==> src/rtl/vseq_pkg.sv <==
// vseq_pkg: shared types and default parameters for the vector memory
// sequencer (vec_mem_sequencer and its sub-blocks).
//   state_t       sequencer FSM state encoding
//   VSEQ_N        lane / scalar word width in bits
//   VSEQ_V        lanes per vector register
//   VSEQ_L        lanes per memory beat
//   VSEQ_TIMEOUT  wait-cycle limit per beat (only used with VSEQ_TIMEOUT_EN)
package vseq_pkg;

    typedef enum logic [1:0] {
        IDLE   = 2'd0,
        ACCESS = 2'd1,
        DONE   = 2'd2
    } state_t;

    localparam int VSEQ_N       = 32;
    localparam int VSEQ_V       = 20;
    localparam int VSEQ_L       = 4;
    localparam int VSEQ_TIMEOUT = 255;

endpackage

==> src/rtl/vseq_mem_if.sv <==
// vseq_mem_if: narrow data-memory beat port, L lanes of N bits per beat.
//   master  sequencer side: drives request, write flag, address, lane
//           enables and write data; receives read data and ready
//   slave   memory side
// A beat completes on any cycle where mem_req_o && mem_ready_i.
interface vseq_mem_if
    import vseq_pkg::*;
#(
    parameter int N = VSEQ_N,
    parameter int L = VSEQ_L
);
    logic             mem_req_o;
    logic             mem_we_o;
    logic [N-1:0]     mem_addr_o;
    logic [L-1:0]     mem_be_o;
    logic [L*N-1:0]   mem_wdata_o;
    logic [L*N-1:0]   mem_rdata_i;
    logic             mem_ready_i;

    modport master (
        output mem_req_o, mem_we_o, mem_addr_o, mem_be_o, mem_wdata_o,
        input  mem_rdata_i, mem_ready_i
    );

    modport slave (
        input  mem_req_o, mem_we_o, mem_addr_o, mem_be_o, mem_wdata_o,
        output mem_rdata_i, mem_ready_i
    );
endinterface

==> src/rtl/vseq_load_buffer.sv <==
// vseq_load_buffer: V x N gather register for vector loads.
//   CLK       clock
//   RST       synchronous active-low clear (whole vector to 0)
//   wr_en     write one beat this cycle
//   scalar    1: write lane 0 only from wr_data lane 0
//   beat_idx  beat number; selects lanes [beat_idx*L +: L]
//   wr_data   L x N beat data
//   data      V x N gathered vector, held until overwritten
module vseq_load_buffer
    import vseq_pkg::*;
#(
    parameter int N  = VSEQ_N,
    parameter int V  = VSEQ_V,
    parameter int L  = VSEQ_L,
    parameter int BW = 3
) (
    input  logic             CLK,
    input  logic             RST,
    input  logic             wr_en,
    input  logic             scalar,
    input  logic [BW-1:0]    beat_idx,
    input  logic [L*N-1:0]   wr_data,
    output logic [V*N-1:0]   data
);

    always_ff @(posedge CLK) begin
        if (!RST) begin
            data <= '0;
        end else if (wr_en) begin
            if (scalar) begin
                data[N-1:0] <= wr_data[N-1:0];
            end else begin
                data[beat_idx*(L*N) +: L*N] <= wr_data;
            end
        end
    end

endmodule

==> src/rtl/vec_mem_sequencer.sv <==
// vec_mem_sequencer: MEM-stage sequencer that splits a V-lane vector access
// into V/L beats on the narrow data-memory port (one beat for scalars),
// stalls the pipeline while beats are outstanding and gathers load lanes.
//   CLK, RST                 clock, synchronous active-low reset
//   MemWE_i, WBSelect_i      store / load flags from EX/MEM (store wins)
//   OpSource_i               1 = vector, 0 = scalar
//   AluResult_S_i            word base address
//   RD2_S_i, RD2_V_i         scalar / vector store data
//   stall_o                  pipe-register enables are driven from ~stall_o
//   mem                      beat port (vseq_mem_if.master)
//   load_data_o, load_valid_o gathered load vector and its one-cycle valid
//   err_o                    one-cycle pulse when a beat times out
// Build option: define VSEQ_TIMEOUT_EN to abort a beat after TIMEOUT
// consecutive not-ready cycles; otherwise err_o is tied low.
//
// state  | meaning
// IDLE   | no access; a mem op raises stall and starts ACCESS
// ACCESS | beat b on the port, waiting for mem_ready_i
// DONE   | stall released for one cycle, load_valid_o/err_o reported
module vec_mem_sequencer
    import vseq_pkg::*;
#(
    parameter int N       = VSEQ_N,
    parameter int V       = VSEQ_V,
    parameter int L       = VSEQ_L,
    parameter int TIMEOUT = VSEQ_TIMEOUT
) (
    input  logic             CLK,
    input  logic             RST,
    input  logic             MemWE_i,
    input  logic             WBSelect_i,
    input  logic             OpSource_i,
    input  logic [N-1:0]     AluResult_S_i,
    input  logic [N-1:0]     RD2_S_i,
    input  logic [V*N-1:0]   RD2_V_i,
    output logic             stall_o,
    vseq_mem_if.master       mem,
    output logic [V*N-1:0]   load_data_o,
    output logic             load_valid_o,
    output logic             err_o
);

    localparam int BEATS_V = V / L;
    localparam int BW      = (BEATS_V > 1) ? $clog2(BEATS_V) : 1;

    generate
        if (V % L != 0) begin : g_bad_lanes
            $error("vec_mem_sequencer: V must be a multiple of L");
        end
        if (TIMEOUT < 1) begin : g_bad_timeout
            $error("vec_mem_sequencer: TIMEOUT must be at least 1");
        end
    endgenerate

    state_t            state;
    logic [BW-1:0]     beat;
    logic [BW-1:0]     beat_nxt;
    logic              is_vec;
    logic              is_store;
    logic              mem_op;
    logic              beat_done;
    logic              last_beat;
    logic              timeout_hit;
    logic [L*N-1:0]    vec_wdata_nxt;

    assign mem_op        = MemWE_i | WBSelect_i;
    assign beat_done     = mem.mem_req_o & mem.mem_ready_i;
    assign last_beat     = !is_vec || (beat == BW'(BEATS_V - 1));
    assign beat_nxt      = beat + BW'(1);
    // Store data stays valid in the stalled EX/MEM register, so the next
    // beat's lanes can be read straight from it.
    assign vec_wdata_nxt = RD2_V_i[beat_nxt*(L*N) +: L*N];

    // Combinational so the pipe register freezes in the same cycle the op
    // appears; forced low while reset is asserted.
    assign stall_o = RST && (((state == IDLE) && mem_op) || (state == ACCESS));

`ifdef VSEQ_TIMEOUT_EN
    localparam int WW = $clog2(TIMEOUT + 1);
    logic [WW-1:0] wait_cnt;

    assign timeout_hit = (state == ACCESS) && !mem.mem_ready_i
                         && (wait_cnt == WW'(TIMEOUT - 1));

    always_ff @(posedge CLK) begin
        if (!RST) begin
            wait_cnt <= '0;
            err_o    <= 1'b0;
        end else begin
            err_o <= timeout_hit;
            if ((state != ACCESS) || mem.mem_ready_i) begin
                wait_cnt <= '0;
            end else begin
                wait_cnt <= wait_cnt + WW'(1);
            end
        end
    end
`else
    assign timeout_hit = 1'b0;
    assign err_o       = 1'b0;
`endif

    always_ff @(posedge CLK) begin
        if (!RST) begin
            state           <= IDLE;
            beat            <= '0;
            is_vec          <= 1'b0;
            is_store        <= 1'b0;
            load_valid_o    <= 1'b0;
            mem.mem_req_o   <= 1'b0;
            mem.mem_we_o    <= 1'b0;
            mem.mem_addr_o  <= '0;
            mem.mem_be_o    <= '0;
            mem.mem_wdata_o <= '0;
        end else begin
            case (state)
                IDLE: begin
                    load_valid_o <= 1'b0;
                    if (mem_op) begin
                        state          <= ACCESS;
                        beat           <= '0;
                        is_vec         <= OpSource_i;
                        is_store       <= MemWE_i;
                        mem.mem_req_o  <= 1'b1;
                        mem.mem_we_o   <= MemWE_i;
                        mem.mem_addr_o <= AluResult_S_i;
                        if (OpSource_i) begin
                            mem.mem_be_o    <= '1;
                            mem.mem_wdata_o <= RD2_V_i[L*N-1:0];
                        end else begin
                            mem.mem_be_o    <= L'(1);
                            mem.mem_wdata_o <= (L*N)'(RD2_S_i);
                        end
                    end
                end
                ACCESS: begin
                    if (beat_done) begin
                        if (last_beat) begin
                            state           <= DONE;
                            load_valid_o    <= !is_store;
                            mem.mem_req_o   <= 1'b0;
                            mem.mem_we_o    <= 1'b0;
                            mem.mem_addr_o  <= '0;
                            mem.mem_be_o    <= '0;
                            mem.mem_wdata_o <= '0;
                        end else begin
                            beat            <= beat_nxt;
                            mem.mem_addr_o  <= mem.mem_addr_o + N'(L);
                            mem.mem_wdata_o <= vec_wdata_nxt;
                        end
                    end else if (timeout_hit) begin
                        state           <= DONE;
                        load_valid_o    <= 1'b0;
                        mem.mem_req_o   <= 1'b0;
                        mem.mem_we_o    <= 1'b0;
                        mem.mem_addr_o  <= '0;
                        mem.mem_be_o    <= '0;
                        mem.mem_wdata_o <= '0;
                    end
                end
                DONE: begin
                    state        <= IDLE;
                    beat         <= '0;
                    load_valid_o <= 1'b0;
                end
                default: begin
                    state <= IDLE;
                end
            endcase
        end
    end

    vseq_load_buffer #(
        .N  (N),
        .V  (V),
        .L  (L),
        .BW (BW)
    ) u_load_buffer (
        .CLK      (CLK),
        .RST      (RST),
        .wr_en    (beat_done && !is_store),
        .scalar   (!is_vec),
        .beat_idx (beat),
        .wr_data  (mem.mem_rdata_i),
        .data     (load_data_o)
    );

endmodule

==> src/flat_wrapper.sv <==
// flat-port wrapper written by rule: the top's interface ports become plain ports
module vec_mem_sequencer_flat import vseq_pkg::*;
#(
    parameter int N       = VSEQ_N,
    parameter int V       = VSEQ_V,
    parameter int L       = VSEQ_L,
    parameter int TIMEOUT = VSEQ_TIMEOUT
)
  (CLK, RST, MemWE_i, WBSelect_i, OpSource_i, AluResult_S_i, RD2_S_i, RD2_V_i, stall_o, load_data_o, load_valid_o, err_o, mem_mem_req_o, mem_mem_we_o, mem_mem_addr_o, mem_mem_be_o, mem_mem_wdata_o, mem_mem_rdata_i, mem_mem_ready_i);
  vseq_mem_if #(.N(N), .L(L)) mem_i ();
  input  logic CLK;
  input  logic RST;
  input  logic MemWE_i;
  input  logic WBSelect_i;
  input  logic OpSource_i;
  input  logic [N-1:0] AluResult_S_i;
  input  logic [N-1:0] RD2_S_i;
  input  logic [V*N-1:0] RD2_V_i;
  output logic stall_o;
  output logic [V*N-1:0] load_data_o;
  output logic load_valid_o;
  output logic err_o;
  output wire logic [$bits(mem_i.mem_req_o)-1:0] mem_mem_req_o;
  output wire logic [$bits(mem_i.mem_we_o)-1:0] mem_mem_we_o;
  output wire logic [$bits(mem_i.mem_addr_o)-1:0] mem_mem_addr_o;
  output wire logic [$bits(mem_i.mem_be_o)-1:0] mem_mem_be_o;
  output wire logic [$bits(mem_i.mem_wdata_o)-1:0] mem_mem_wdata_o;
  input wire logic [$bits(mem_i.mem_rdata_i)-1:0] mem_mem_rdata_i;
  input wire logic [$bits(mem_i.mem_ready_i)-1:0] mem_mem_ready_i;
  assign mem_mem_req_o = mem_i.mem_req_o;
  assign mem_mem_we_o = mem_i.mem_we_o;
  assign mem_mem_addr_o = mem_i.mem_addr_o;
  assign mem_mem_be_o = mem_i.mem_be_o;
  assign mem_mem_wdata_o = mem_i.mem_wdata_o;
  assign mem_i.mem_rdata_i = mem_mem_rdata_i;
  assign mem_i.mem_ready_i = mem_mem_ready_i;
  vec_mem_sequencer #(.N(N), .V(V), .L(L), .TIMEOUT(TIMEOUT)) u_core (.CLK(CLK), .RST(RST), .MemWE_i(MemWE_i), .WBSelect_i(WBSelect_i), .OpSource_i(OpSource_i), .AluResult_S_i(AluResult_S_i), .RD2_S_i(RD2_S_i), .RD2_V_i(RD2_V_i), .stall_o(stall_o), .mem(mem_i), .load_data_o(load_data_o), .load_valid_o(load_valid_o), .err_o(err_o));
endmodule
==> config.mk <==
export PLATFORM = sky130hd
export DESIGN_NAME = vec_mem_sequencer_flat
export DESIGN_NICKNAME = d
export VERILOG_FILES = /design/src/rtl/vseq_pkg.sv /design/src/rtl/vseq_mem_if.sv /design/src/rtl/vseq_load_buffer.sv /design/src/rtl/vec_mem_sequencer.sv /design/src/flat_wrapper.sv
export SDC_FILE = /design/constraint.sdc
export NUM_CORES = 2
export LEC_CHECK = 0
export ABC_AREA = 1
export BUFFER_PORTS_ARGS = -buffer_cell sky130_fd_sc_hd__buf_2
export CAP_MARGIN = 20
export CORE_AREA = 2 2 636 638
export CTS_BUF_LIST = sky130_fd_sc_hd__clkbuf_8
export CTS_CLUSTER_DIAMETER = 50
export DETAILED_ROUTE_END_ITERATION = 8
export DIE_AREA = 0 0 638 640
export PLACE_DENSITY = 0.31
export SLEW_MARGIN = 20
export SYNTH_ARGS = -nofsm -noshare
export SYNTH_HDL_FRONTEND = slang
export SYNTH_HIERARCHICAL = 1
export SYNTH_SLANG_ARGS = --single-unit
==> constraint.sdc <==
create_clock -name CLK -period 5.65 [get_ports CLK]
set_input_delay 0.565 -clock CLK [delete_from_list [all_inputs] [get_ports CLK]]
set_output_delay 0.565 -clock CLK [all_outputs]
set_load 0.02 [all_outputs]
Word-level counts from Yosys, hierarchy flattened:

Index checks and enable logic that the tools add are counted.

* equal/unequal tests: 7
* multipliers: 0
* order comparisons: 0
* bitwise gates (word level): 2
* muxes and demuxes: 33
* div/mod/pow operators: 0
* reductions and logical operators: 19
* shifts and indexed selects: 3
* add/subtract/negate cells: 3

Operators by type and width (number)
* bitwise mux 640 bit: 1
* variable shift 128 x 34 -> 640 bit (first input constant): 1
* variable part select 128 x 34 -> 640 bit: 1
* variable part select 640 x 11 -> 128 bit: 1
* two-way mux 128 bit: 4
* one-hot mux 128 bit (2 select lines): 1
* two-way mux 32 bit: 4
* one-hot mux 32 bit (2 select lines): 1
* negator 10 -> 34 bit: 1
* adder 32 x 3 -> 32 bit (second input constant): 1
* two-way mux 4 bit: 4
* two-way mux 3 bit: 3
* one-hot mux 3 bit (3 select lines): 1
* AND reduction 3 bit: 3
* one-hot mux 4 bit (2 select lines): 1
* AND reduction 4 bit: 2
* two-way mux 1 bit: 6
* two-way mux 2 bit: 3
* inequality test 2 x 1 -> 1 bit (second input constant): 3
* one-hot mux 1 bit (2 select lines): 3
* one-hot mux 2 bit (2 select lines): 1
* AND reduction 2 bit: 2
* nonzero test 2 bit: 2
* adder 3 x 1 -> 3 bit (second input constant): 1
* 12 further kinds: 16

* register bits: 814
* word-level logic and storage cells: 79
* memory bits (writable): 0
* output and inout port bits: 809
* memories: 0
* bits in latches: 0
* bits of input ports: 838
* bits in read-only memories: 0

Logic depth before layout (Yosys ltp):

* depth after elaboration: 5
* mapped depth: 12
* gate-level depth less buffers: 11

By module:

Netlist, hierarchy kept.

By module, submodules not included
* vseq_load_buffer: cells each 3545, area each 24746.2 µm², instances 1, seq. area each 12812.3 µm²
* vec_mem_sequencer: cells each 2365, area each 13445.4 µm², instances 1, seq. area each 3423.3 µm²

Worst setup path before layout:

Ideal clock, no wire load.

* kind: flip-flop to flip-flop
* start: register u_core.beat[0]
* end: register u_core.mem.mem_wdata_o[76]
* period minus slack after synthesis: 2.249 ns
* buffers on the path: 3
* data arrival time: 2.130 ns
* setup time: 0.119 ns
* required time: 5.531 ns
* cell stages (with the launch flop): 11
* path slack: 3.401 ns
* cells stage by stage: dfxtp_1 > clkinv_1 > clkbuf_1 > ha_1 > clkbuf_1 > buf_1 > nand3_1 > o2111ai_1 > nand2_1 > nand2_1 > a21oi_1

* longest elaborated chain between the ends: 5
* elaborated cells between the ends (all ways): 7
* classes of those cells: 1 x add/sub; 1 x eq/ne; 1 x shift; 3 x mux; 1 x reduce/logical

RTL lines
* start, declared: line vec_mem_sequencer.sv:56 `logic [BW-1:0] beat;`
* start signal, assigned: line vec_mem_sequencer.sv:147 `beat <= beat_nxt;`
* adder 3 x 1 -> 3 bit / equality test 3 bit (equally long branches): line vec_mem_sequencer.sv:69, vec_mem_sequencer.sv:68
* variable part select 640 x 11 -> 128 bit / logical OR 1 bit (equally long branches): line vec_mem_sequencer.sv:72, vec_mem_sequencer.sv:68
* two-way mux 128 bit (*): line vec_mem_sequencer.sv:138 `if (last_beat) begin`
* two-way mux 128 bit (*): line vec_mem_sequencer.sv:137 `if (beat_done) begin`
* one-hot mux 128 bit (2 select lines) (*): line vec_mem_sequencer.sv:116 `case (state)`
* end signal, assigned: line vec_mem_sequencer.sv:129 `mem.mem_wdata_o <= RD2_V_i[L*N-1:0];`
* end signal, assigned: line vec_mem_sequencer.sv:132 `mem.mem_wdata_o <= (L*N)'(RD2_S_i);`
* end signal, assigned: line vec_mem_sequencer.sv:149 `mem.mem_wdata_o <= vec_wdata_nxt;`
* end, declared: line vseq_mem_if.sv:21 `output mem_req_o, mem_we_o, mem_addr_o, mem_be_o, mem_wdata_o,`

Mark *: on every way between the ends. The rest lies on a longest branch, timed or not. The select of a mux whose other input is x is not followed.
A chain may end at the register's enable or synchronous reset.

Worst setup path after layout:

* start: register u_core.beat[0]
* end: register u_core.mem.mem_wdata_o[20]

Same word-level chain as after synthesis.

==> flow_metrics.env <==
export IMPL_outcome="finished, final reports clean"
export IMPL_routed_via_density=3.64
export IMPL_grt_overflow=0
export IMPL_leakage_nw=28.2
export IMPL_groute_usage_overall_pct=15.9
export IMPL_place_hpwl_um=266000
export IMPL_cts_tree="built"
export IMPL_slew_viol_final=0
export IMPL_post_cts_resized=0
export IMPL_antenna_found_initial=139
export IMPL_start_util_pct=9.51
export IMPL_worstMarginPinSlew_ps=1150
export IMPL_synth_cells=5910
export IMPL_critPathArrivalTime_ps=5530
export IMPL_placed_cells=12500
export IMPL_postRouteAntennaNets=0
export IMPL_grt_pass1_vias=47600
export IMPL_coreArea_um2=401000
export IMPL_tns_ps=0
export IMPL_stdcell_count=13300
export IMPL_remaining_drc_errors=0
export IMPL_cts_buffers=201
export IMPL_clk_latency_ps=1050
export IMPL_hold_viol=0
export IMPL_clock_sinks=811
export IMPL_critPathLaunchType="register"
export IMPL_yosysWarnings=6
export IMPL_end_kind="register"
export IMPL_avgRoutedWirePerCell_um=25.5
export IMPL_wl_um=340000
export IMPL_finalWeightedCongestion=0.940
export IMPL_p_per_area_nw_per_um2=340
export IMPL_drt_iter0_drc=3328
export IMPL_portBuffers=1645
export IMPL_h_tree_depth=4
export IMPL_fin_crit_ps=4620
export IMPL_drive_gt1_share_pct=25.7
export IMPL_vdd_drop_max_mv=0.269
export IMPL_grt_max_degree=129
export IMPL_vias=48500
export IMPL_dieWidth_um=638
export IMPL_async_reset_ff_share_pct=0
export IMPL_syn2layout_area_growth_pct=59.6
export IMPL_post_route_period_util_pct=81.9
export IMPL_timing_fmax_ghz=0.216
export IMPL_synth_main_ff_cell="dfxtp_1"
export IMPL_ys_seq_area_share_pct=42.5
export IMPL_floorplan_die_area_um2=408000
export IMPL_grt_first_pass_wirelength_um=445000
export IMPL_finalClockSkew_ps=181
export IMPL_nNetsFinal=8673
export IMPL_rsz0062_at_grt="no"
export IMPL_synthDistinctLibCells=34
export IMPL_min_path_type="in -> reg"
export IMPL_timing_max_cap_violations=0
export IMPL_synth_cell_area_um2=38200
export IMPL_synth_seq_cells=811
export IMPL_syn_area_per_cell_um2=6.46
export IMPL_cts_buffer_depth=4
export IMPL_first_pass_iters=5
export IMPL_path_class="reg -> reg"
export IMPL_setup_viol=0
export IMPL_cp_max_fo=105
export IMPL_io_pins=1647
export IMPL_cts_root_buf="clkbuf_8"
export IMPL_die_y_um=640
export IMPL_required_ps=6550
export IMPL_synth_edf_count=0
export IMPL_slew_headroom_pct=23.2
export IMPL_syn_nets=6754
export IMPL_clkTransAtPathRegs_ps=60
export IMPL_rows=233
-- cells in the mapped netlist (all sizes together), types with 5 or more instances --
master   count  area, um^2
o21ai      516        2580
dfxtp      811       16200
a21oi      592        2960
nor3         5        25.0
o2111ai    128        1120
clkbuf     203         762
nand4        9        62.6
ha           6        75.1
nand3      209        1060
buf        246        1270
inv        467        1750
nand2     1723        6470
nor2       976        3690
-- sequential cells by signal (all words and copies together) (netlist names) --
| name | flops |
|---|---|
| u_core/mem.mem_we_o | 1 |
| u_core/mem.mem_be_o | 2 |
| u_core/state | 2 |
| u_core/load_valid_o | 1 |
| u_core/beat | 3 |
| u_core/is_store | 1 |
| u_core/mem.mem_addr_o | 32 |
| u_core/mem.mem_wdata_o | 128 |
| u_core/is_vec | 1 |
| u_core/u_load_buffer/data | 640 |
-- stage by stage --
stage / power, mW / hold slack, ps / setup slack, ps / instance area [um^2] / utilization [%]
CTS: 21.2 / 11.9 / 1110 / 60800 / 15.1
detailed placement: 12.4 / 452 / 1750 / 52100 / 13.0
floorplan: 9.21 / 445 / 3400 / 38200 / -
global placement: 12.4 / 454 / 1770 / 52100 / 13.0
global route: 21.8 / 46.4 / 907 / 60900 / 15.2
finish: 20.7 / 146 / 1030 / 60900 / 15.2
-- cell type report --
type | instances | area, um^2
repair buffers | 2165 | 13600
clock inverters | 107 | 892
flip-flops and latches | 811 | 16200
inverters | 469 | 1790
fillers | 47000 | 340000
clock buffers | 242 | 3330
multi-input cells | 4181 | 18300
diodes | 69 | 173
well taps | 5287 | 6620
-- critical path, cell delays in order, from the launching register on --
cell and delay [ps]:
dfxtp_4 560, buf_4 510, ha_1 290, xnor2_2 120, buf_4 270, buf_12 300
o2111ai_1 460, nand2_1 150, dlygate4sd3_1 570, nand2_1 50, a21oi_1 130, dlygate4sd3_1 550
-- placed cells by master, fill, tap and decap left out, types with 5 or more instances in the layout --
cell	instances
a21oi_1	592
buf_12	28
buf_2	1644
buf_4	43
bufinv_16	14
clkbuf_8	242
clkinv_2	24
clkinvlp_4	6
dfxtp_1	810
diode_2	69
dlygate4sd3_1	449
ha_1	5
inv_1	509
inv_2	7
inv_6	10
nand2_1	1717
nand3_1	206
nand4_1	8
nor2_1	964
nor2_4	8
nor3_1	5
o2111ai_1	128
o21ai_0	157
o21ai_1	359
-- repair_timing --
action	in CTS	in global routing
buffers inserted	0	0
hold buffers	449	0
hold endpoints to repair	749	0
-- path summary, 6_finish.rpt --
path,start,endpoint,slack (ps),cells past startpoint
max,u_core/beat[0],u_core/mem.mem_wdata_o[20],1030,11
min,mem_mem_rdata_i[83],u_core/u_load_buffer/data[595],150,3
max reg2reg,u_core/beat[0],u_core/mem.mem_wdata_o[20],1030,11
min reg2reg,u_core/u_load_buffer/data[465],u_core/u_load_buffer/data[465],460,2
-- cells by family (layout without fill, tap and decap cells) --
| family | after synthesis | in the layout | share of synthesized area, % |
|---|---|---|---|
| AND/OR/NAND/NOR | 2925 | 2925 | 29.6 |
| AO/OA/AOI/OAI | 1248 | 1248 | 17.7 |
| buffers and inverters | 918 | 2983 | 9.93 |
| flip-flops | 811 | 811 | 42.5 |
| adder cells (fa/ha/maj) | 6 | 6 | 0.197 |
| other | 1 | 70 | 0.00982 |
| XOR/XNOR | 1 | 1 | 0.0229 |
-- routing by layer --
| metal | up-vias | share of wire, % | track usage, % |
|---|---|---|---|
| li1 | 22800 | - | - |
| met1 | 23100 | 39 | 17.9 |
| met2 | 1867 | 49 | 28.2 |
| met3 | 600 | 6.5 | 3.83 |
| met4 | 56 | 5.2 | 7.40 |
| met5 | - | 0.099 | 0 |
-- power by group --
part / leakage, nW / total (mW) / switching (mW) / internal (mW)
sequential: 6.57 / 6.32 / 0.289 / 6.03
clock: 2.37 / 7.91 / 3.41 / 4.50
combinational: 19.3 / 6.49 / 4.54 / 1.95
Note: power is estimated with default switching activity, not from simulation.
